[src/rtl/bus_pkg.sv]
// Shared definitions for the bus arbiter and its serial id receiver.
package bus_pkg;

  localparam int SLAVE_LEN_DEF = 2;

  localparam logic OWNER_M1 = 1'b0;
  localparam logic OWNER_M2 = 1'b1;

  typedef enum logic [2:0] {
    ST_IDLE       = 3'd0,
    ST_RX_SELECT  = 3'd1,
    ST_GRANT      = 3'd2,
    ST_WAIT_VALID = 3'd3,
    ST_TRANSFER   = 3'd4,
    ST_RELEASE    = 3'd5
  } state_e;

endpackage

[src/rtl/serial_id_rx.sv]
// Serial LSB-first id receiver. A start pulse arms it, and the following SLAVE_LEN
// cycles each capture one bit. done/id are valid in the cycle that takes the last bit.
module serial_id_rx
  import bus_pkg::*;
#(
  parameter int SLAVE_LEN = SLAVE_LEN_DEF
) (
  input  logic                 clk,
  input  logic                 reset,
  input  logic                 start,
  input  logic                 bit_in,
  output logic [SLAVE_LEN-1:0] id,
  output logic                 done
);

  localparam int CNT_W = (SLAVE_LEN > 1) ? $clog2(SLAVE_LEN) : 1;
  localparam logic [CNT_W-1:0] LAST_BIT = CNT_W'(SLAVE_LEN - 1);

  logic                 active_q, active_d;
  logic [CNT_W-1:0]     cnt_q, cnt_d;
  logic [SLAVE_LEN-1:0] shift_q, shift_d;

  always_ff @(posedge clk or posedge reset) begin
    if (reset) begin
      active_q <= 1'b0;
      cnt_q    <= '0;
      shift_q  <= '0;
    end else begin
      active_q <= active_d;
      cnt_q    <= cnt_d;
      shift_q  <= shift_d;
    end
  end

  always_comb begin
    active_d = active_q;
    cnt_d    = cnt_q;
    shift_d  = shift_q;
    if (start) begin
      active_d = 1'b1;
      cnt_d    = '0;
      shift_d  = '0;
    end else if (active_q) begin
      shift_d[cnt_q] = bit_in;
      if (cnt_q == LAST_BIT) begin
        active_d = 1'b0;
        cnt_d    = '0;
      end else begin
        cnt_d = cnt_q + CNT_W'(1);
      end
    end
  end

  // id includes the bit being taken this cycle so the caller can act on the final edge.
  assign id   = shift_d;
  assign done = active_q && !start && (cnt_q == LAST_BIT);

endmodule

[src/rtl/bus_arbiter.sv]
// Two-master bus arbiter: round-robin pick, serial slave id reception, one-cycle grant,
// ownership held until the owner completes or times out. All outputs are flops.
module bus_arbiter
  import bus_pkg::*;
#(
  parameter int SLAVE_LEN  = SLAVE_LEN_DEF,
  parameter int NUM_SLAVES = 3,
  parameter int TIMEOUT    = 16
) (
  input  logic                  clk,
  input  logic                  reset,
  input  logic                  m1_request,
  input  logic                  m1_slave_select,
  input  logic                  m1_master_valid,
  input  logic                  m1_master_ready,
  input  logic                  m2_request,
  input  logic                  m2_slave_select,
  input  logic                  m2_master_valid,
  input  logic                  m2_master_ready,
  output logic                  m1_grant,
  output logic                  m2_grant,
  output logic                  arbitor_busy,
  output logic                  bus_busy,
  output logic                  bus_owner,
  output logic [NUM_SLAVES-1:0] slave_en,
  output logic                  sel_error,
  output logic [2:0]            state_dbg
);

  localparam int TO_W = (TIMEOUT > 1) ? $clog2(TIMEOUT) : 1;
  localparam logic [TO_W-1:0] TO_LAST = TO_W'(TIMEOUT - 1);

  state_e                  state_q, state_d;
  logic                    owner_q, owner_d;
  logic                    last_owner_q, last_owner_d;
  logic                    arb_busy_q, arb_busy_d;
  logic                    bus_busy_q, bus_busy_d;
  logic                    m1_grant_q, m1_grant_d;
  logic                    m2_grant_q, m2_grant_d;
  logic [NUM_SLAVES-1:0]   slave_en_q, slave_en_d;
  logic                    sel_error_q, sel_error_d;
  logic [TO_W-1:0]         to_cnt_q, to_cnt_d;

  logic                    rx_start;
  logic                    rx_bit;
  logic [SLAVE_LEN-1:0]    rx_id;
  logic                    rx_done;
  logic                    winner;
  logic                    owner_valid;
  logic                    owner_ready;

  assign rx_bit      = (owner_q == OWNER_M2) ? m2_slave_select : m1_slave_select;
  assign owner_valid = (owner_q == OWNER_M2) ? m2_master_valid : m1_master_valid;
  assign owner_ready = (owner_q == OWNER_M2) ? m2_master_ready : m1_master_ready;

  serial_id_rx #(.SLAVE_LEN(SLAVE_LEN)) u_id_rx (
    .clk    (clk),
    .reset  (reset),
    .start  (rx_start),
    .bit_in (rx_bit),
    .id     (rx_id),
    .done   (rx_done)
  );

  // On a tie the master that did not own the bus last wins.
  always_comb begin
    if (m1_request && m2_request) winner = ~last_owner_q;
    else if (m2_request)          winner = OWNER_M2;
    else                          winner = OWNER_M1;
  end

  always_ff @(posedge clk or posedge reset) begin
    if (reset) begin
      state_q      <= ST_IDLE;
      owner_q      <= OWNER_M1;
      last_owner_q <= OWNER_M2;
      arb_busy_q   <= 1'b0;
      bus_busy_q   <= 1'b0;
      m1_grant_q   <= 1'b0;
      m2_grant_q   <= 1'b0;
      slave_en_q   <= '0;
      sel_error_q  <= 1'b0;
      to_cnt_q     <= '0;
    end else begin
      state_q      <= state_d;
      owner_q      <= owner_d;
      last_owner_q <= last_owner_d;
      arb_busy_q   <= arb_busy_d;
      bus_busy_q   <= bus_busy_d;
      m1_grant_q   <= m1_grant_d;
      m2_grant_q   <= m2_grant_d;
      slave_en_q   <= slave_en_d;
      sel_error_q  <= sel_error_d;
      to_cnt_q     <= to_cnt_d;
    end
  end

  // Each output flop is loaded with the value belonging to the state being entered.
  always_comb begin
    state_d      = state_q;
    owner_d      = owner_q;
    last_owner_d = last_owner_q;
    arb_busy_d   = 1'b0;
    bus_busy_d   = 1'b0;
    m1_grant_d   = 1'b0;
    m2_grant_d   = 1'b0;
    slave_en_d   = slave_en_q;
    sel_error_d  = 1'b0;
    to_cnt_d     = to_cnt_q;
    rx_start     = 1'b0;
    case (state_q)
      ST_IDLE: begin
        slave_en_d = '0;
        if (m1_request || m2_request) begin
          owner_d    = winner;
          arb_busy_d = 1'b1;
          rx_start   = 1'b1;
          state_d    = ST_RX_SELECT;
        end
      end
      ST_RX_SELECT: begin
        arb_busy_d = 1'b1;
        if (rx_done) begin
          arb_busy_d = 1'b0;
          if (32'(rx_id) < NUM_SLAVES) begin
            m1_grant_d   = (owner_q == OWNER_M1);
            m2_grant_d   = (owner_q == OWNER_M2);
            bus_busy_d   = 1'b1;
            slave_en_d   = NUM_SLAVES'(1) << rx_id;
            last_owner_d = owner_q;
            state_d      = ST_GRANT;
          end else begin
            sel_error_d = 1'b1;
            state_d     = ST_IDLE;
          end
        end
      end
      ST_GRANT: begin
        bus_busy_d = 1'b1;
        to_cnt_d   = '0;
        state_d    = ST_WAIT_VALID;
      end
      ST_WAIT_VALID: begin
        bus_busy_d = 1'b1;
        to_cnt_d   = to_cnt_q + TO_W'(1);
        if (owner_valid) begin
          state_d = ST_TRANSFER;
        end else if (to_cnt_q == TO_LAST) begin
          sel_error_d = 1'b1;
          bus_busy_d  = 1'b0;
          slave_en_d  = '0;
          state_d     = ST_RELEASE;
        end
      end
      ST_TRANSFER: begin
        bus_busy_d = 1'b1;
        if (owner_ready) begin
          bus_busy_d = 1'b0;
          slave_en_d = '0;
          state_d    = ST_RELEASE;
        end
      end
      ST_RELEASE: begin
        slave_en_d = '0;
        state_d    = ST_IDLE;
      end
      default: begin
        slave_en_d = '0;
        state_d    = ST_IDLE;
      end
    endcase
  end

  assign m1_grant     = m1_grant_q;
  assign m2_grant     = m2_grant_q;
  assign arbitor_busy = arb_busy_q;
  assign bus_busy     = bus_busy_q;
  assign bus_owner    = owner_q;
  assign slave_en     = slave_en_q;
  assign sel_error    = sel_error_q;
  assign state_dbg    = state_q;

endmodule

[config.mk]
export PLATFORM = sky130hd
export DESIGN_NAME = bus_arbiter
export DESIGN_NICKNAME = d
export VERILOG_FILES = /design/src/rtl/bus_pkg.sv /design/src/rtl/serial_id_rx.sv /design/src/rtl/bus_arbiter.sv
export SDC_FILE = /design/constraint.sdc
export NUM_CORES = 1
export LEC_CHECK = 0
export ABC_AREA = 0
export BUFFER_PORTS_ARGS = -buffer_cell sky130_fd_sc_hd__buf_2
export CORE_UTILIZATION = 46
export CTS_CLUSTER_DIAMETER = 60
export DETAILED_ROUTE_END_ITERATION = 16
export PLACE_DENSITY_LB_ADDON = 0.05
export SLEW_MARGIN = 20
export SYNTH_ARGS = -nofsm -noshare
export SYNTH_HDL_FRONTEND = slang
export SYNTH_HIERARCHICAL = 1
export SYNTH_SLANG_ARGS = --single-unit
[constraint.sdc]
create_clock -name clk -period 3.6 [get_ports clk]
set_clock_uncertainty 0.05 [all_clocks]
set_input_delay 0.18 -clock clk [delete_from_list [all_inputs] [get_ports clk]]
set_output_delay 0.18 -clock clk [all_outputs]
set_load 0.02 [all_outputs]
=== Word-level counts from Yosys, hierarchy flattened ===
Cells that the tools add are included.

* Order comparisons: 3
* Bitwise gates (word level): 3
* Muxes and demuxes: 51
* Add/subtract/negate cells: 2
* Shift-type cells: 1
* Eq/ne operators: 12
* Reductions and logical operators: 13

{| class="wikitable"
|+ Operator list
! kind !! number
|-
| 1-bit 2-to-1 mux || 30
|-
| 3-bit 2-to-1 mux || 10
|-
| 3-bit one-hot mux with 5 select lines || 1
|-
| 2-bit inequality test, second input constant || 6
|-
| 3-bit one-hot mux with 4 select lines || 1
|-
| 4-bit one-hot mux with 2 select lines || 1
|-
| 3-bit by 2-bit == test with 1-bit output, second input constant || 2
|-
| 2-bit 2-to-1 mux || 3
|-
| 6-bit AND reduction || 1
|-
| 4-bit by 1-bit adder with 4-bit output, second input constant || 1
|-
| 4-bit == test, second input constant || 1
|-
| 1-bit logical AND || 4
|-
| 1-bit one-hot mux with 2 select lines || 2
|-
| 1-bit one-hot mux with 4 select lines || 1
|-
| 4-bit AND reduction || 1
|-
| 2-bit nonzero test || 2
|-
| 3-bit by 1-bit == test with 1-bit output, second input constant || 1
|-
| 3-bit == test, second input constant || 1
|-
| 3-bit logical NOT || 1
|-
| 3-bit inequality test, second input constant || 1
|-
| 1-bit NOT || 3
|-
| 3-bit AND reduction || 1
|-
| 1-bit by 2-bit left shift with 3-bit output, first input constant || 1
|-
| 2-bit bitwise mux || 1
|-
| other kinds (8) || 8
|}

* Flip-flop bits (word level): 21
* Output and inout bits: 12

=== Longest topological paths before layout ===
Gate-level depths: netlist of run 1.

* Depth after elaboration: 11
* Depth in mapped cells: 9
* Gate-level depth less buffers: 8

=== Modules after synthesis ===
The synthesis of run 1 kept the hierarchy.

{| class="wikitable"
|+ By module, submodules not included
! module !! area an instance (um^2) !! cells an instance !! times used
|-
| bus_arbiter || 939.7 || 92 || 1
|-
| serial_id_rx || 177.7 || 16 || 1
|}

=== Worst setup path before layout of run 1 ===
OpenSTA, ideal clock, no wires.

* Path type: reg-to-reg
* From: register state_q[1], in the netlist state_dbg[1]
* To: register slave_en_q[0], in the netlist slave_en[0]
* Period minus slack after synthesis: 2.012 ns
* Cell stages (with the launch flop): 10
* Data required time: 3.427 ns
* Path slack: 1.588 ns
* Data arrival time: 1.839 ns
* Cell sequence: dfrtp_1 buf_6 nor3_1 o21a_1 nand2b_1 mux2i_1 nand2_1 a21oi_1 a21oi_1 o21ai_2

* Longest elaborated chain between the ends: 7

{| class="wikitable"
|+ Ends and longest elaborated chain
! item !! line !! source
|-
| start: declaration || bus_arbiter.sv:33 || <nowiki>state_e state_q, state_d;</nowiki>
|-
| start signal: assignment || bus_arbiter.sv:85 || <nowiki>state_q <= state_d;</nowiki>
|-
| 3-bit logical NOT * || bus_arbiter.sv:111 || <nowiki>case (state_q)</nowiki>
|-
| 1-bit 2-to-1 mux * || bus_arbiter.sv:111 ||
|-
| via rx_start || bus_arbiter.sv:44 || <nowiki>logic rx_start;</nowiki>
|-
| 2-bit 2-to-1 mux * || serial_id_rx.sv:39 || <nowiki>if (start) begin</nowiki>
|-
| via rx_id[1] || bus_arbiter.sv:46 || <nowiki>logic [SLAVE_LEN-1:0] rx_id;</nowiki>
|-
| branches (longest 4 deep; another with 2-bit less-than comparator) || -- ||
|-
| end signal: assignment || bus_arbiter.sv:92 || <nowiki>slave_en_q <= slave_en_d;</nowiki>
|-
| end: declaration || bus_arbiter.sv:40 || <nowiki>logic [NUM_SLAVES-1:0] slave_en_q, slave_en_d;</nowiki>
|}

Mark *: on every way through the listed nets, which the timed path passes. The select of a mux whose other input is x is not followed.
A chain may end at the register's enable or synchronous reset.

=== Worst setup path in the final report of run 1 ===
* From: register state_q[0], in the netlist state_dbg[0]
* To: register sel_error_q, in the netlist sel_error

* Longest elaborated chain between the ends: 7

{| class="wikitable"
|+ Ends and longest elaborated chain
! item !! line !! source
|-
| 3-bit logical NOT || bus_arbiter.sv:111 ||
|-
| 1-bit 2-to-1 mux || bus_arbiter.sv:111 ||
|-
| via rx_start || bus_arbiter.sv:44 ||
|-
| 2-bit 2-to-1 mux || serial_id_rx.sv:39 ||
|-
| via rx_id[1] || bus_arbiter.sv:46 ||
|-
| 2-bit less-than comparator || bus_arbiter.sv:125 || <nowiki>if (32'(rx_id) < NUM_SLAVES) begin</nowiki>
|-
| 1-bit 2-to-1 mux || bus_arbiter.sv:125 ||
|-
| 1-bit 2-to-1 mux || bus_arbiter.sv:123 || <nowiki>if (rx_done) begin</nowiki>
|-
| 1-bit one-hot mux with 2 select lines || bus_arbiter.sv:111 ||
|-
| via sel_error_d || bus_arbiter.sv:41 || <nowiki>logic sel_error_q, sel_error_d;</nowiki>
|-
| end signal: assignment || bus_arbiter.sv:93 || <nowiki>sel_error_q <= sel_error_d;</nowiki>
|-
| end: declaration || bus_arbiter.sv:41 ||
|}

The timed path passes the listed nets, and every way through them passes these cells.

==> summary.txt, run 1 <==
Status
  • Status: finished, final reports clean

Timing
  • Min Hold Slack: approximately 0.11 ns
  • Fmax: ~450 MHz
  • Pins over their slew limit: 0
  • Slew HR: between 50% and 60%
  • Setup Viol. Count Final: 0
  • Final period utilization: 61.4%
  • Final Critical Period: 2.21 ns
  • Endpoints failing hold: 0
  • Worst Max-Slew Pin Slew: approximately 0.68 ns
  • Setup_tns: 0 ns
  • Setup ws final: around 1.4 ns
  • RSZ-0062 raised after global routing: false

Power
  • Max VDD drop: roughly 0.48 mV
  • Leakage power: ~0.6 nW
  • PD cells: ~830 nW/µm²
  • Final Total Pwr: about 1.0 mW

Cells and area
  • Fillcell total: 221
  • Area delta synth->final: 12.0%
  • Fraction of final layout cells sized beyond drive strength 1: roughly 28%
  • Final #Nets: 141
  • Ant. Diodes: 0

Detailed routing
  • Routed wire length: approximately 2 mm
  • Wire per inst: 12.8 µm
  • Pre-antenna DRT Iters: 4
  • Via-to-Cell Ratio: around 5.2
  • Residual DRC: 0
  • 1st-iter DRT viols: 28
  • Vias: around 810
  • Detail Route Antenna Nets: 0

Critical path
  • CP Launch Type: flip-flop
  • Worst path required time: approximately 3.8 ns
  • Critical path startpoint: state_dbg[0]$_DFFE_PP0P_
  • Data arrival time of the worst path: approximately 2.4 ns
  • Reg-to-reg startpoint: state_dbg[0]$_DFFE_PP0P_
  • CP Capture Type: flip-flop
  • Crit path max fanout: 12
  • Critical path class: flip-flop to flip-flop

Synthesis
  • Synth Area in Adders: under 10%
  • Simple-Gate Fraction of Synth Area: about a fifth
  • Compound-Gate Fraction of Synth Area: a little under a fifth
  • Synth Register Bits: 21
  • Largest family of logic cells by synthesized area: compound AO/OA/AOI/OAI gates
  • Post-synth EDFFs: 0
  • Synth Flop Type: dfrtp_1
  • Ys async rst share: 100%
  • Synthesized Nets: around 120
  • Register area share after synthesis: between 40 and 50%
  • Cell variety after synth: 37
  • Mean Syn Cell Area: around 10 µm²
  • Cells after synthesis: 108
  • Mux cell area share after synthesis: under 10%
  • YS warnings: 6
  • Mapped Area: approximately 1100 µm²
  • XOR/XNOR share of the synthesized area: less than 1%

Clock tree
  • H-Tree Level Count: 1
  • Post-CTS Setup Bufs: 0
  • Clock Latency Late Sink: ~0.31 ns
  • Clock-pin transition on the worst setup and hold timing paths: 0.12 ns
  • Cts bufs inserted: 3
  • Clock root cell: clkbuf_4
  • Post-cts sizing count: 0
  • Bufs on Longest Clock Path: 2
  • CTS tree: built
  • Clk sinks: 21

Worst hold path
  • Worst Hold Launch: m2_request
  • Worst min-delay path class: input pin to flip-flop

Flow run
  • Max-cap viol count: 0

GRT
  • Total Routing Usage GR: between 15 and 20%
  • Pin count of the biggest net entering global routing: 18
  • First-pass GRT wire length: ~3.4 mm
  • Grt ovf: 0
  • Vias in the first global route: 729
  • Initial antenna violation count: 0

Floorplanning
  • Starting density of the core: ~50%
  • Die area: around 2600 µm²
  • Ports: 22
  • Die width: between 50 and 60 µm
  • Rows: 17
  • Die Ht: between 50 and 60 µm
  • Core area: ~2300 µm²

Placed design
  • DPL Wire Length: 1.46 mm
  • DP Worst Slack: 1.45 ns
  • Gpl congestion: slightly below 0.7
  • Port Buf Inserts: 21
## cell families after synthesis
| family | count (synthesis) |
|---|---|
| simple gates | 38 |
| buf+inv | 13 |
| flops | 21 |
| xor+xnor | 1 |
| fa+ha+maj | 1 |
| mux | 6 |
| compound gates | 28 |
## cell usage after synthesis (all sizes together), types with 2 or more instances
library cell  instances  area share [%]
dfrtp                20              45
o22ai                 2             1.1
a21oi                 6             2.7
nor3b                 2             1.8
a31oi                 3             4.4
buf                   5             4.1
nand2                11             3.7
a32o                  2             1.8
nor2                  7             2.4
a21o                  2             1.3
nand3                 3             1.8
o21ai                 8             3.9
inv                   8             2.7
nand2b                7             3.9
nor3                  4             2.2
mux2i                 5             5.6
## flip-flops by register name, indices dropped and copies added (netlist names), 2 cells and up
| register | count |
|---|---|
| slave_en | 3 |
| to_cnt_q | 4 |
| state_dbg | 3 |
| u_id_rx/shift_q | 2 |
## power by group
| group | switching (mW) | leakage [nW] | internal (mW) |
|---|---|---|---|
| sequential | 0.106 | 0.264 | 0.324 |
| clock | 0.0747 | 0.0139 | 0.0423 |
| combinational | 0.278 | 0.314 | 0.216 |
## area by class of cell
class | count | area, µm² | share of cell area, %
Timing Repair Buffer | 22 | 115 | 9.20
Sequential cell | 21 | 527 | 42.1
Multi-Input combinational cell | 74 | 514 | 41.1
Clock buffer | 3 | 22.5 | 1.80
Clock inverter | 1 | 7.51 | 0.600
Inverter | 8 | 30.0 | 2.40
Tap cell | 28 | 35.0 | 2.80
## what timing repair did
item	CTS	global route
endpoints found under the setup margin	0	0
hold endpoints to repair	20	0
hold buffers	1	0
## metal layers
| layer | wire, µm | GRT usage, % | vias to the layer above |
|---|---|---|---|
| li1 | - | - | 415 |
| met2 | 830 | 24.6 | 23 |
| met5 | 0 | 0 | - |
| met4 | 15 | 8.11 | 0 |
| met1 | 1060 | 26.4 | 374 |
| met3 | 114 | 2.98 | 2 |
## critical path, cell delays in order (launching register included)
cell and delay (ns):
dfrtp_1 0.61, nor3_1 0.14, o21a_1 0.19, nand2b_1 0.19
mux2i_1 0.33, nand2_1 0.18, o31a_1 0.27, nor3_1 0.15
## final timing paths
kind / cells past startpoint / end / slack (ns)
worst min-delay path: 2 / bus_owner$_DFFE_PP0P_ / 0.11
worst max-delay path: 7 / sel_error$_DFF_PP0_ / 1.39
min in group asynchronous: 3 / u_id_rx/active_q$_DFF_PP0_ / 0.23
worst min register to register: 1 / last_owner_q$_DFFE_PP1P_ / 0.48
worst max register to register: 7 / sel_error$_DFF_PP0_ / 1.39
max in group asynchronous: 3 / to_cnt_q[0]$_DFFE_PP0P_ / 2.61
## cell usage in the layout, fill, tap and decap left out, drive strengths merged, types with 2 or more instances in the layout
cell / synthesis / final
a21o: 2 / 2
a21oi: 6 / 6
a31oi: 3 / 3
a32o: 2 / 2
buf: 5 / 21
clkbuf: 0 / 3
dfrtp: 20 / 20
inv: 8 / 8
mux2i: 5 / 5
nand2: 11 / 11
nand2b: 7 / 7
nand3: 3 / 3
nor2: 7 / 7
nor3: 4 / 4
nor3b: 2 / 2
o21ai: 8 / 8
o22ai: 2 / 2
## metrics by stage
step | instances | cell area [µm²] | utilization, %
after global placement | 152 | 1210 | 53.7
final | 157 | 1250 | 55.5
after global routing | 157 | 1250 | 55.5
after floorplan | 108 | 1120 | -
after detailed placement | 152 | 1210 | 53.7
after CTS | 157 | 1250 | 55.5
No activity file was read; power rests on OpenSTA's default activity.
==> run 2: changes to the inputs <==
clock period = 2.2 ns   (was 3.6 ns; I/O delays follow)
==> run 2 against run 1 <==
Compared with the run above:
- clock-buffer cell count grew 1
- clock power grew 56%
- total power grew 68%
- core utilization grew 1.2 points
- final cell count grew 2.5%
- global-route usage grew 1.6 points
- largest power group unchanged
==> summary.txt, run 2 (synthesis results as in run 1) <==
Status
  • Status: finished, final reports clean

Worst hold path
  • Worst min-delay path class: input pin to flip-flop

Critical path
  • CP Capture Type: flip-flop
  • Worst path required time: 2.35 ns
  • Data arrival time of the worst path: roughly 2.1 ns
  • Worst R2R Path Depth: 8
  • CP Launch Type: flip-flop
  • Crit path max fanout: 7
  • Reg-to-reg startpoint: state_dbg[1]$_DFFE_PP0P_
  • CP Capture Point: slave_en[0]$_DFFE_PP0P_
  • RR Endpoint: slave_en[0]$_DFFE_PP0P_
  • Reg2reg setup slack: 0.26 ns
  • Critical path startpoint: state_dbg[1]$_DFFE_PP0P_
  • Critical path class: flip-flop to flip-flop

Floorplanning
  • Rows: 17
  • Die area: 2630 µm²
  • Die Ht: between 50 and 60 µm
  • Die width: 51.3 µm
  • Ports: 22
  • Starting density of the core: 49.6%
  • Core area: 2250 µm²

Cells and area
  • Fraction of final layout cells sized beyond drive strength 1: between 30% and 40%
  • Multi-input gate area: 515 µm²
  • Final #Nets: about 150
  • Reg area: roughly 530 µm²
  • Most common cell after layout, fill and taps aside: buf_2
  • Largest register FFs: 4
  • Largest reg by FF count: to_cnt_q
  • Ant. Diodes: 0
  • Most frequent cells in the layout: 21 x buf_2, 20 x dfrtp_1, 11 x nand2_1
  • Fillcell total: about 210
  • Area delta synth->final: 14.4%
  • Fin util: a little under three fifths

Clock tree
  • Clock Latency Late Sink: approximately 0.30 ns
  • Bufs on Longest Clock Path: 2
  • H-Tree Level Count: 1
  • Clock-pin transition on the worst setup and hold timing paths: ~0.11 ns
  • Clock root cell: clkbuf_4
  • Cts bufs inserted: 3
  • CTS tree: built
  • Clk sinks: 21

Detailed routing
  • Pre-antenna DRT Iters: 4
  • Wire per inst: between 10 and 15 µm
  • Via-to-Cell Ratio: 5.27
  • Detail Route Antenna Nets: 0
  • Residual DRC: 0
  • 1st-iter DRT viols: 21
  • Routed wire length: around 2.1 mm
  • Vias: between 800 and 900

Timing
  • Final Critical Period: around 1.9 ns
  • Final period utilization: a little under 90%
  • Endpoints failing hold: 0
  • Setup Viol. Count Final: 0
  • Slew HR: a little under three fifths
  • RSZ-0062 raised after global routing: false
  • Pins over their slew limit: 0
  • Fmax: ~520 MHz
  • Setup_tns: 0 ns
  • Worst Max-Slew Pin Slew: approximately 0.65 ns

GRT
  • First-pass GRT wire length: ~3.7 mm
  • Total Routing Usage GR: between 10% and 20%
  • Initial antenna violation count: 0
  • Pin count of the biggest net entering global routing: 18
  • Grt ovf: 0
  • Vias in the first global route: ~810

Placed design
  • DPL Wire Length: 1.55 mm
  • Port Buf Inserts: 21
  • Gpl congestion: 0.721

Power
  • Max VDD drop: roughly 0.71 mV
  • Final Total Pwr: approximately 1.8 mW
  • PD cells: roughly 1400 nW/µm²
  • Leakage power: between 0.6 and 0.7 nW

Flow run
  • Max-cap viol count: 0
-- run 2: worst min path at each step --
stage,cells past startpoint,slack (ns),from,end
finish,2,0.05,m2_request,bus_owner$_DFFE_PP0P_
global route,2,0.07,m2_request,bus_owner$_DFFE_PP0P_
CTS,2,0.04,m2_request,bus_owner$_DFFE_PP0P_
detailed placement,2,-0.04,reset,u_id_rx/active_q$_DFF_PP0_
global placement,2,-0.05,reset,u_id_rx/active_q$_DFF_PP0_
floorplan,1,-0.17,reset,u_id_rx/active_q$_DFF_PP0_
-- run 2: critical path: stages (launching register included) --
cell      delay (ns)
dfrtp_1         0.39
nor3_1          0.31
o21a_2          0.25
nand2b_1        0.14
mux2i_1         0.16
nand2_1         0.20
a21oi_1         0.09
a21oi_1         0.18
o21ai_2         0.07
-- run 2: report_power, final --
group / leakage (nW) / internal [mW] / switching [mW]
Clock: 0.0150 / 0.0707 / 0.113
Sequential: 0.264 / 0.532 / 0.0830
Combinational: 0.335 / 0.397 / 0.558
Total: 0.614 / 1.00 / 0.754
-- run 2: metal layers --
layer	part of all wire (%)	up-vias	routed length, µm	track usage (%)
li1	-	423	-	-
met1	51	393	1080	29.1
met2	42	28	881	26.3
met4	2.0	0	43	8.11
met3	4.8	4	100	3.57
met5	0	-	0	0
-- run 2: repair_timing --
| item | in CTS | in global routing |
|---|---|---|
| hold endpoints to repair | 20 | 0 |
| hold buffers | 1 | 0 |
| buffers inserted | 0 | 0 |
| gates resized for setup | 0 | 1 |
| setup endpoints to repair | 0 | 1 |
-- run 2: layout make-up --
cell class | instances | share of cell area [%]
well taps | 28 | 2.74
multi-input cells | 74 | 40.3
clock buffers | 4 | 2.05
flip-flops and latches | 21 | 41.2
inverters | 8 | 2.35
repair buffers | 26 | 11.4
-- run 2: stage by stage --
step	instances	worst slack, ns	instance area (µm²)	hold slack, ns
6_report	161	0.259	1280	0.0452
2_1_floorplan	108	0.188	1120	-0.174
4_1_cts	161	0.220	1280	0.0392
3_5_place_dp	156	0.260	1240	-0.0443
5_1_grt	161	0.0110	1280	0.0713
3_3_place_gp	156	0.299	1240	-0.0494
